<file path="config.mk">
export PLATFORM = sky130hd
export DESIGN_NAME = fetch_pc_unit
export DESIGN_NICKNAME = d
export VERILOG_FILES = /design/src/rtl/fetch_pc_unit.sv
export SDC_FILE = /design/constraint.sdc
export NUM_CORES = 1
export LEC_CHECK = 0
export ABC_AREA = 1
export CAP_MARGIN = 5
export CELL_PAD_IN_SITES_DETAIL_PLACEMENT = 2
export CELL_PAD_IN_SITES_GLOBAL_PLACEMENT = 2
export CORE_ASPECT_RATIO = 1.1
export CORE_MARGIN = 1
export CORE_UTILIZATION = 29
export CTS_BUF_LIST = sky130_fd_sc_hd__clkbuf_4
export CTS_CLUSTER_SIZE = 20
export DETAILED_ROUTE_END_ITERATION = 8
export HOLD_SLACK_MARGIN = 0.1
export PLACE_DENSITY_LB_ADDON = 0.25
export SLEW_MARGIN = 15
export SYNTH_ARGS = -nofsm -noshare
export SYNTH_HDL_FRONTEND = slang
export SYNTH_SLANG_ARGS = --single-unit
</file>
<file path="constraint.sdc">
create_clock -name clk -period 9.35 [get_ports clk]
set_clock_uncertainty 0.1 [all_clocks]
set_input_delay 1.4025 -clock clk [delete_from_list [all_inputs] [get_ports clk]]
set_output_delay 1.4025 -clock clk [all_outputs]
set_load 0.02 [all_outputs]
</file>
<file path="src/rtl/fetch_pc_unit.sv">
// Fetch stage: PC register, next-PC select, imem req/ack and decode handoff.
// Define FETCH_STATS_EN to add the stat_fetch/stat_redirect counters.
module fetch_pc_unit #(
  parameter logic [31:0] RESET_PC = 32'h0000_0000
) (
  input  logic        clk,
  input  logic        rst_n,
  output logic [3:0]  pc_hi,
  input  logic [31:0] jump_addr,
  input  logic        br_taken,
  input  logic [15:0] br_offset,
  input  logic        jmp,
  input  logic        jr,
  input  logic [31:0] jr_addr,
  input  logic        flush,
  input  logic [31:0] flush_pc,
  output logic        imem_req,
  output logic [31:0] imem_addr,
  input  logic        imem_ack,
  input  logic [31:0] imem_rdata,
  output logic        if_valid,
  output logic [31:0] if_pc,
  output logic [31:0] if_instr,
  input  logic        id_ready
`ifdef FETCH_STATS_EN
  ,
  output logic [31:0] stat_fetch,
  output logic [31:0] stat_redirect
`endif
);

  typedef enum logic [1:0] {
    S_IDLE,
    S_FETCH,
    S_HOLD,
    S_DROP
  } state_t;

  state_t      r_state, w_state_n;
  logic [31:0] r_pc, w_pc_n;
  logic [31:0] r_pend, w_pend_n;
  logic        r_valid, w_valid_n;
  logic [31:0] r_if_pc, w_if_pc_n;
  logic [31:0] r_instr, w_instr_n;

  logic        w_acc;
  logic [31:0] w_seq;
  logic [31:0] w_br;
  logic [31:0] w_next;
  logic        w_req;
  logic [31:0] w_addr;

  assign w_acc = r_valid & id_ready;
  assign w_seq = r_if_pc + 32'd4;
  assign w_br  = w_seq + {{14{br_offset[15]}}, br_offset, 2'b00};

  always_comb begin
    w_next = w_seq;
    if (jr)            w_next = jr_addr;
    else if (jmp)      w_next = jump_addr;
    else if (br_taken) w_next = w_br;
  end

  always_comb begin
    w_state_n = r_state;
    w_pc_n    = r_pc;
    w_pend_n  = r_pend;
    w_valid_n = r_valid;
    w_if_pc_n = r_if_pc;
    w_instr_n = r_instr;
    w_req     = 1'b0;
    w_addr    = 32'h0;
    case (r_state)
      S_IDLE: begin
        w_state_n = S_FETCH;
        if (flush) w_pc_n = flush_pc;
      end
      S_FETCH: begin
        w_req  = 1'b1;
        w_addr = r_pc;
        if (imem_ack) begin
          if (flush) begin
            w_pc_n = flush_pc;
          end else begin
            w_instr_n = imem_rdata;
            w_if_pc_n = r_pc;
            w_valid_n = 1'b1;
            w_state_n = S_HOLD;
          end
        end else if (flush) begin
          w_pend_n  = flush_pc;
          w_state_n = S_DROP;
        end
      end
      S_HOLD: begin
        if (flush) begin
          w_valid_n = 1'b0;
          w_pc_n    = flush_pc;
          w_state_n = S_FETCH;
        end else if (w_acc) begin
          w_req  = 1'b1;
          w_addr = w_next;
          w_pc_n = w_next;
          if (imem_ack) begin
            w_instr_n = imem_rdata;
            w_if_pc_n = w_next;
          end else begin
            w_valid_n = 1'b0;
            w_state_n = S_FETCH;
          end
        end
      end
      S_DROP: begin
        // stale request must complete before the flush target is fetched
        w_req  = 1'b1;
        w_addr = r_pc;
        if (flush) w_pend_n = flush_pc;
        if (imem_ack) begin
          w_pc_n    = flush ? flush_pc : r_pend;
          w_state_n = S_FETCH;
        end
      end
      default: w_state_n = S_IDLE;
    endcase
  end

  always_ff @(posedge clk or negedge rst_n) begin
    if (!rst_n) begin
      r_state <= S_IDLE;
      r_pc    <= RESET_PC;
      r_pend  <= 32'h0;
      r_valid <= 1'b0;
      r_if_pc <= 32'h0;
      r_instr <= 32'h0;
    end else begin
      r_state <= w_state_n;
      r_pc    <= w_pc_n;
      r_pend  <= w_pend_n;
      r_valid <= w_valid_n;
      r_if_pc <= w_if_pc_n;
      r_instr <= w_instr_n;
    end
  end

  assign imem_req  = w_req;
  assign imem_addr = w_addr;
  assign if_valid  = r_valid;
  assign if_pc     = r_if_pc;
  assign if_instr  = r_instr;
  assign pc_hi     = w_seq[31:28];

`ifdef FETCH_STATS_EN
  logic [31:0] r_stat_fetch;
  logic [31:0] r_stat_redirect;

  always_ff @(posedge clk or negedge rst_n) begin
    if (!rst_n) begin
      r_stat_fetch    <= 32'h0;
      r_stat_redirect <= 32'h0;
    end else if (flush) begin
      r_stat_redirect <= r_stat_redirect + 32'd1;
    end else if (w_acc) begin
      r_stat_fetch <= r_stat_fetch + 32'd1;
      if (jr | jmp | br_taken)
        r_stat_redirect <= r_stat_redirect + 32'd1;
    end
  end

  assign stat_fetch    = r_stat_fetch;
  assign stat_redirect = r_stat_redirect;
`endif

endmodule

</file>
## Word-level counts from Yosys, hierarchy flattened

Cells that the tools add are included.

| word-level totals | value |
|---|---|
| word-level logic and storage cells | 76 |
| output and inout bits | 102 |
| bits of input ports | 152 |
| register bits after elaboration | 131 |

| cells by class | value |
|---|---|
| add/subtract/negate cells | 2 |
| eq/ne operators | 14 |
| bitwise logic cells | 1 |
| mux-type cells | 44 |
| reduce and logical (&&, ||, !) cells | 9 |

Operator list:

| kind | count |
|---|---|
| $mux 32 | 22 |
| $pmux 32 s2 | 4 |
| $pmux 32 s4 | 1 |
| $add 32x3->32 const B | 1 |
| $add 32x32->32 | 1 |
| $mux 2 | 7 |
| $ne 2x2->1 const B | 7 |
| $ne 3x3->1 const B | 4 |
| $reduce_and 5->1 | 2 |
| $pmux 2 s4 | 1 |
| $mux 1 | 7 |
| $reduce_and 6->1 | 1 |
| $eq 2x2->1 const B | 2 |
| $pmux 1 s2 | 2 |
| $reduce_bool 2->1 | 2 |
| $reduce_and 3->1 | 1 |
| $eq 2x1->1 const B | 1 |
| $logic_not 2->1 | 1 |
| $reduce_and 2->1 | 1 |
| $reduce_or 2->1 | 1 |
| $and 1x1->1 | 1 |

## Longest topological paths before layout

| depth | value |
|---|---|
| depth after elaboration | 9 |
| depth in mapped cells | 28 |
| depth with buffers taken out | 28 |

## Worst setup path after synthesis

Ideal clock, no wire load.

| timing path | value |
|---|---|
| kind | input to output |
| start point | in br_offset[0] |
| end point | out imem_addr[12] |
| required time | 7.847 ns |
| stages on the path | 12 |
| setup slack | 4.378 ns |
| path buffers | 0 |
| arrival time | 3.470 ns |
| cells stage by stage | ha_1 -> inv_1 -> fa_1 -> o21ai_0 -> nand2_1 -> nand2_1 -> nand2_1 -> nand3b_1 -> a21oi_1 -> o21ai_0 -> nand2_1 -> o21ai_0 |

| between the ends | value |
|---|---|
| longest elaborated chain between the ends | 7 |

RTL lines:

| element | line | text |
|---|---|---|
| from (decl) | 11 | `input logic [15:0] br_offset,` |
| $add 32x32->32 | 55 | `assign w_br = w_seq + {{14{br_offset[15]}}, br_offset, 2'b00};` |
| $mux 32 | 61 | `else if (br_taken) w_next = w_br;` |
| $mux 32 | 60 | `else if (jmp) w_next = jump_addr;` |
| $mux 32 | 59 | `if (jr) w_next = jr_addr;` |
| $mux 32 | 100 | `end else if (w_acc) begin` |
| $mux 32 | 96 | `if (flush) begin` |
| $pmux 32 s2 | 73 | `case (r_state)` |
| to (decl) | 18 | `output logic [31:0] imem_addr,` |

Every way passes these cells.

## Worst setup path after layout

| timing path | value |
|---|---|
| start point | reg r_if_pc[2] (netlist: if_pc[2]) |
| end point | out imem_addr[23] |

| between the ends | value |
|---|---|
| longest elaborated chain between the ends | 8 |

RTL lines:

| element | line | text |
|---|---|---|
| from (decl) | 43 | `logic [31:0] r_if_pc, w_if_pc_n;` |
| from (signal assigned) | 140 | `r_if_pc <= w_if_pc_n;` |
| $add 32x3->32 * | 54 | `assign w_seq = r_if_pc + 32'd4;` |
| $add 32x32->32 | 55 |  |
| $mux 32 * | 61 |  |
| $mux 32 * | 60 |  |
| $mux 32 * | 59 |  |
| $mux 32 * | 100 |  |
| $mux 32 * | 96 |  |
| $pmux 32 s2 * | 73 |  |

Mark *: on every way between the ends. The rest lies on a longest branch, timed or not.

==> results.sh <==
export IMPL_numCtsBuffers=17
export IMPL_worstRegToRegCells=14
export IMPL_vdd_drop_max_uv=134
export IMPL_rrSetupSlack_ns=3.77
export IMPL_clock_latency_ns=0.58
export IMPL_fin_crit_ns=6.86
export IMPL_drtPass1Iterations=4
export IMPL_finalHoldViolCount=0
export IMPL_power_leakage_uw=0.00631
export IMPL_syn_nets=1798
export IMPL_tightest_slew_ns=0.973
export IMPL_cp_max_fo=7
export IMPL_cp_arrival_ns=5.36
export IMPL_gp_congestion=0.930
export IMPL_clockBufferDepth=2
export IMPL_netlist_area_leader_share=0.321
export IMPL_drv_cap=0
export IMPL_crit_path_end_kind="output pin"
export IMPL_setup_viol=0
export IMPL_powerDensity_nw_per_um2=324
export IMPL_cts_htree_levels=4
export IMPL_fin_area_sq_um=13400
export IMPL_avgSynthCellArea_sq_um=6.33
export IMPL_antenna_found_initial=2
export IMPL_finalCritPeriodShare=0.734
export IMPL_status="finished clean"
export IMPL_hp_class="reg2reg"
export IMPL_dieArea_sq_um=36000
export IMPL_postRouteAntennaNets=0
export IMPL_dpl_hpwl_mm=38.3
export IMPL_cts_tree="done"
export IMPL_cts_resized=0
export IMPL_cts_sinks=131
export IMPL_start_util=0.296
export IMPL_hold_path_end="if_instr[11]"
export IMPL_drtIter0Drc=593
export IMPL_crit_type="reg2out"
export IMPL_synth_most_common_cell="nand2_1"
export IMPL_timing_fmax_ghz=0.146
export IMPL_wl_per_cell_microns=21.2
export IMPL_crit_path_start_kind="flop"
export IMPL_synth_top_flop_cell="dfrtp_1"
export IMPL_finalNetCount=2009
export IMPL_synth_edf_count=0
export IMPL_rows=71
export IMPL_synthCells=1613
export IMPL_portBuffers=253
export IMPL_syn_to_final_growth_pct=31.5
export IMPL_rsz0062_at_grt="no"
export IMPL_synth_warnings=0
export IMPL_grt_pass1_wl_mm=73.8
export IMPL_synthArstFlopShare=1.00
export IMPL_startpoint="if_pc[2]"
export IMPL_io_pins=254
export IMPL_die_w_microns=181
export IMPL_cts_setup_buffers=0
export IMPL_seqCellArea_sq_um=3280
export IMPL_r2r_end="if_pc[2]"
export IMPL_grt_pass1_vias=12930
export IMPL_grt_usage=0.269
export IMPL_ys_types=45
export IMPL_fin_tns_setup_ns=0
export IMPL_via_per_inst=5.23
export IMPL_yosys_area_top_type="dfrtp_1"
export IMPL_cts_hold_buf=0
export IMPL_ys_ff_latch=131
export IMPL_path_clk_slew_ns=0.12
export IMPL_vias=11908
export IMPL_synth_top_cells_by_count="nand2_1, inv_1, o21ai_0, dfrtp_1, a21oi_1"
export IMPL_placed_area_sq_um=13100
export IMPL_die_h_microns=199
export IMPL_multi_input_area_sq_um=5980
export IMPL_drive_above_1_share=0.0441
export IMPL_synthTopCellsByArea="dfrtp_1, nand2_1, o21ai_0, inv_1, a21oi_1"
export IMPL_overflow=0
export IMPL_hp_start="if_instr[11]"
export IMPL_nFillCells=4178
export IMPL_cts_root_buf="clkbuf_4"
export IMPL_synth_seq_area_share=0.321
export IMPL_drt_total_wl_mm=48.4
export IMPL_syn_area_sq_um=10200
export IMPL_cp_required_ns=7.85
export IMPL_maxSlewHeadroom=0.350
export IMPL_grt_max_degree=85
export IMPL_drcViolationCount=0
export IMPL_worstReg2RegStart="r_state[1]"
export IMPL_core_sq_um=34500
export IMPL_whs_path_depth=2
export IMPL_slew_violations=0
-- report_power, final --
| part | switching, uW | internal [uW] | leakage (uW) |
|---|---|---|---|
| logic | 1770 | 1010 | 0.00454 |
| registers | 255 | 837 | 0.00159 |
| clock network | 225 | 245 | 0.000184 |
-- registers in the layout, summed over array words and instances (netlist names) --
| register | flops |
|---|---|
| if_pc | 32 |
| if_valid | 1 |
| if_instr | 32 |
| r_state | 2 |
| r_pend | 32 |
| r_pc | 32 |
-- cell usage in the layout (no fill, tap or decap), types with 7 or more instances in the layout --
cell type          n
o21ai_0          148
o211ai_1           8
inv_1            173
nor3_1            11
nand2_1          543
clkbuf_4          20
ha_1              32
a21oi_1          128
or2_2             24
nand3_1           79
nor2_1           127
a221oi_1          20
xnor2_1            7
buf_4             10
xor2_1            18
nand4_1           10
clkdlybuf4s50_1  251
o22ai_1           18
o21ai_1           14
dfrtp_1          131
-- worst max-delay path, cell delays in order, from the launching register on --
cell             delay, ns
dfrtp_1               0.50
ha_1                  0.30
inv_1                 0.08
nor3_1                0.41
inv_1                 0.10
nor2_1                0.28
xor2_1                0.31
inv_1                 0.08
ha_1                  0.37
nand2_1               0.12
nor2_1                0.17
inv_1                 0.08
nor2_1                0.10
nand2_1               0.06
nand2_1               0.17
nand2_1               0.10
nand2_1               0.08
nand2_1               0.05
nand3_1               0.09
nand2_1               0.14
nand2_1               0.12
nand2_1               0.12
o21ai_0               0.26
clkdlybuf4s50_1       0.66
-- cell families (layout without fill, tap and decap cells) --
logic type | Yosys count | in the layout | share of synthesized area
compound gates | 363 | 363 | 0.197
xor+xnor | 25 | 25 | 0.0214
fa+ha+maj | 33 | 33 | 0.0412
buf+inv | 251 | 475 | 0.0955
flops | 131 | 131 | 0.321
other cells | 0 | 1 | 0
simple gates | 810 | 810 | 0.324
-- stage by stage --
step                std cells  utilization  total power, uW  hold WS, ns  setup WS [ns]
global placement         2243        0.380             3780        0.362           2.55
global route             2276        0.390             4660        0.431           2.12
detailed placement       2243        0.380             3880        0.372           2.45
CTS                      2275        0.389             4380        0.403           2.40
floorplan                1613            -             2650        0.366           4.38
finish                   2276        0.390             4350        0.396           2.49
-- cell type report --
cell class	instances	share of cell area
timing repair buffer	263	0.194
clock buffer	20	0.0112
multi-input combinational	1231	0.445
inverter	180	0.0507
tap	438	0.0408
clock inverter	12	0.0139
sequential	131	0.244
antenna	1	0.000186
-- routing by layer --
metal	global-route usage	share of wire
met1	0.338	0.44
met2	0.478	0.50
met3	0.0247	0.028
met4	0.0950	0.028
met5	0	0
-- worst max path at each step --
stage,endpoint,slack (ns),cells past startpoint
2_1_floorplan,imem_addr[12],4.38,12
3_3_place_gp,imem_addr[26],2.55,15
3_5_place_dp,imem_addr[26],2.45,15
4_1_cts,imem_addr[26],2.40,21
5_1_grt,imem_addr[26],2.12,21
6_report,imem_addr[23],2.49,23
Note: power is estimated with default switching activity, not from simulation.
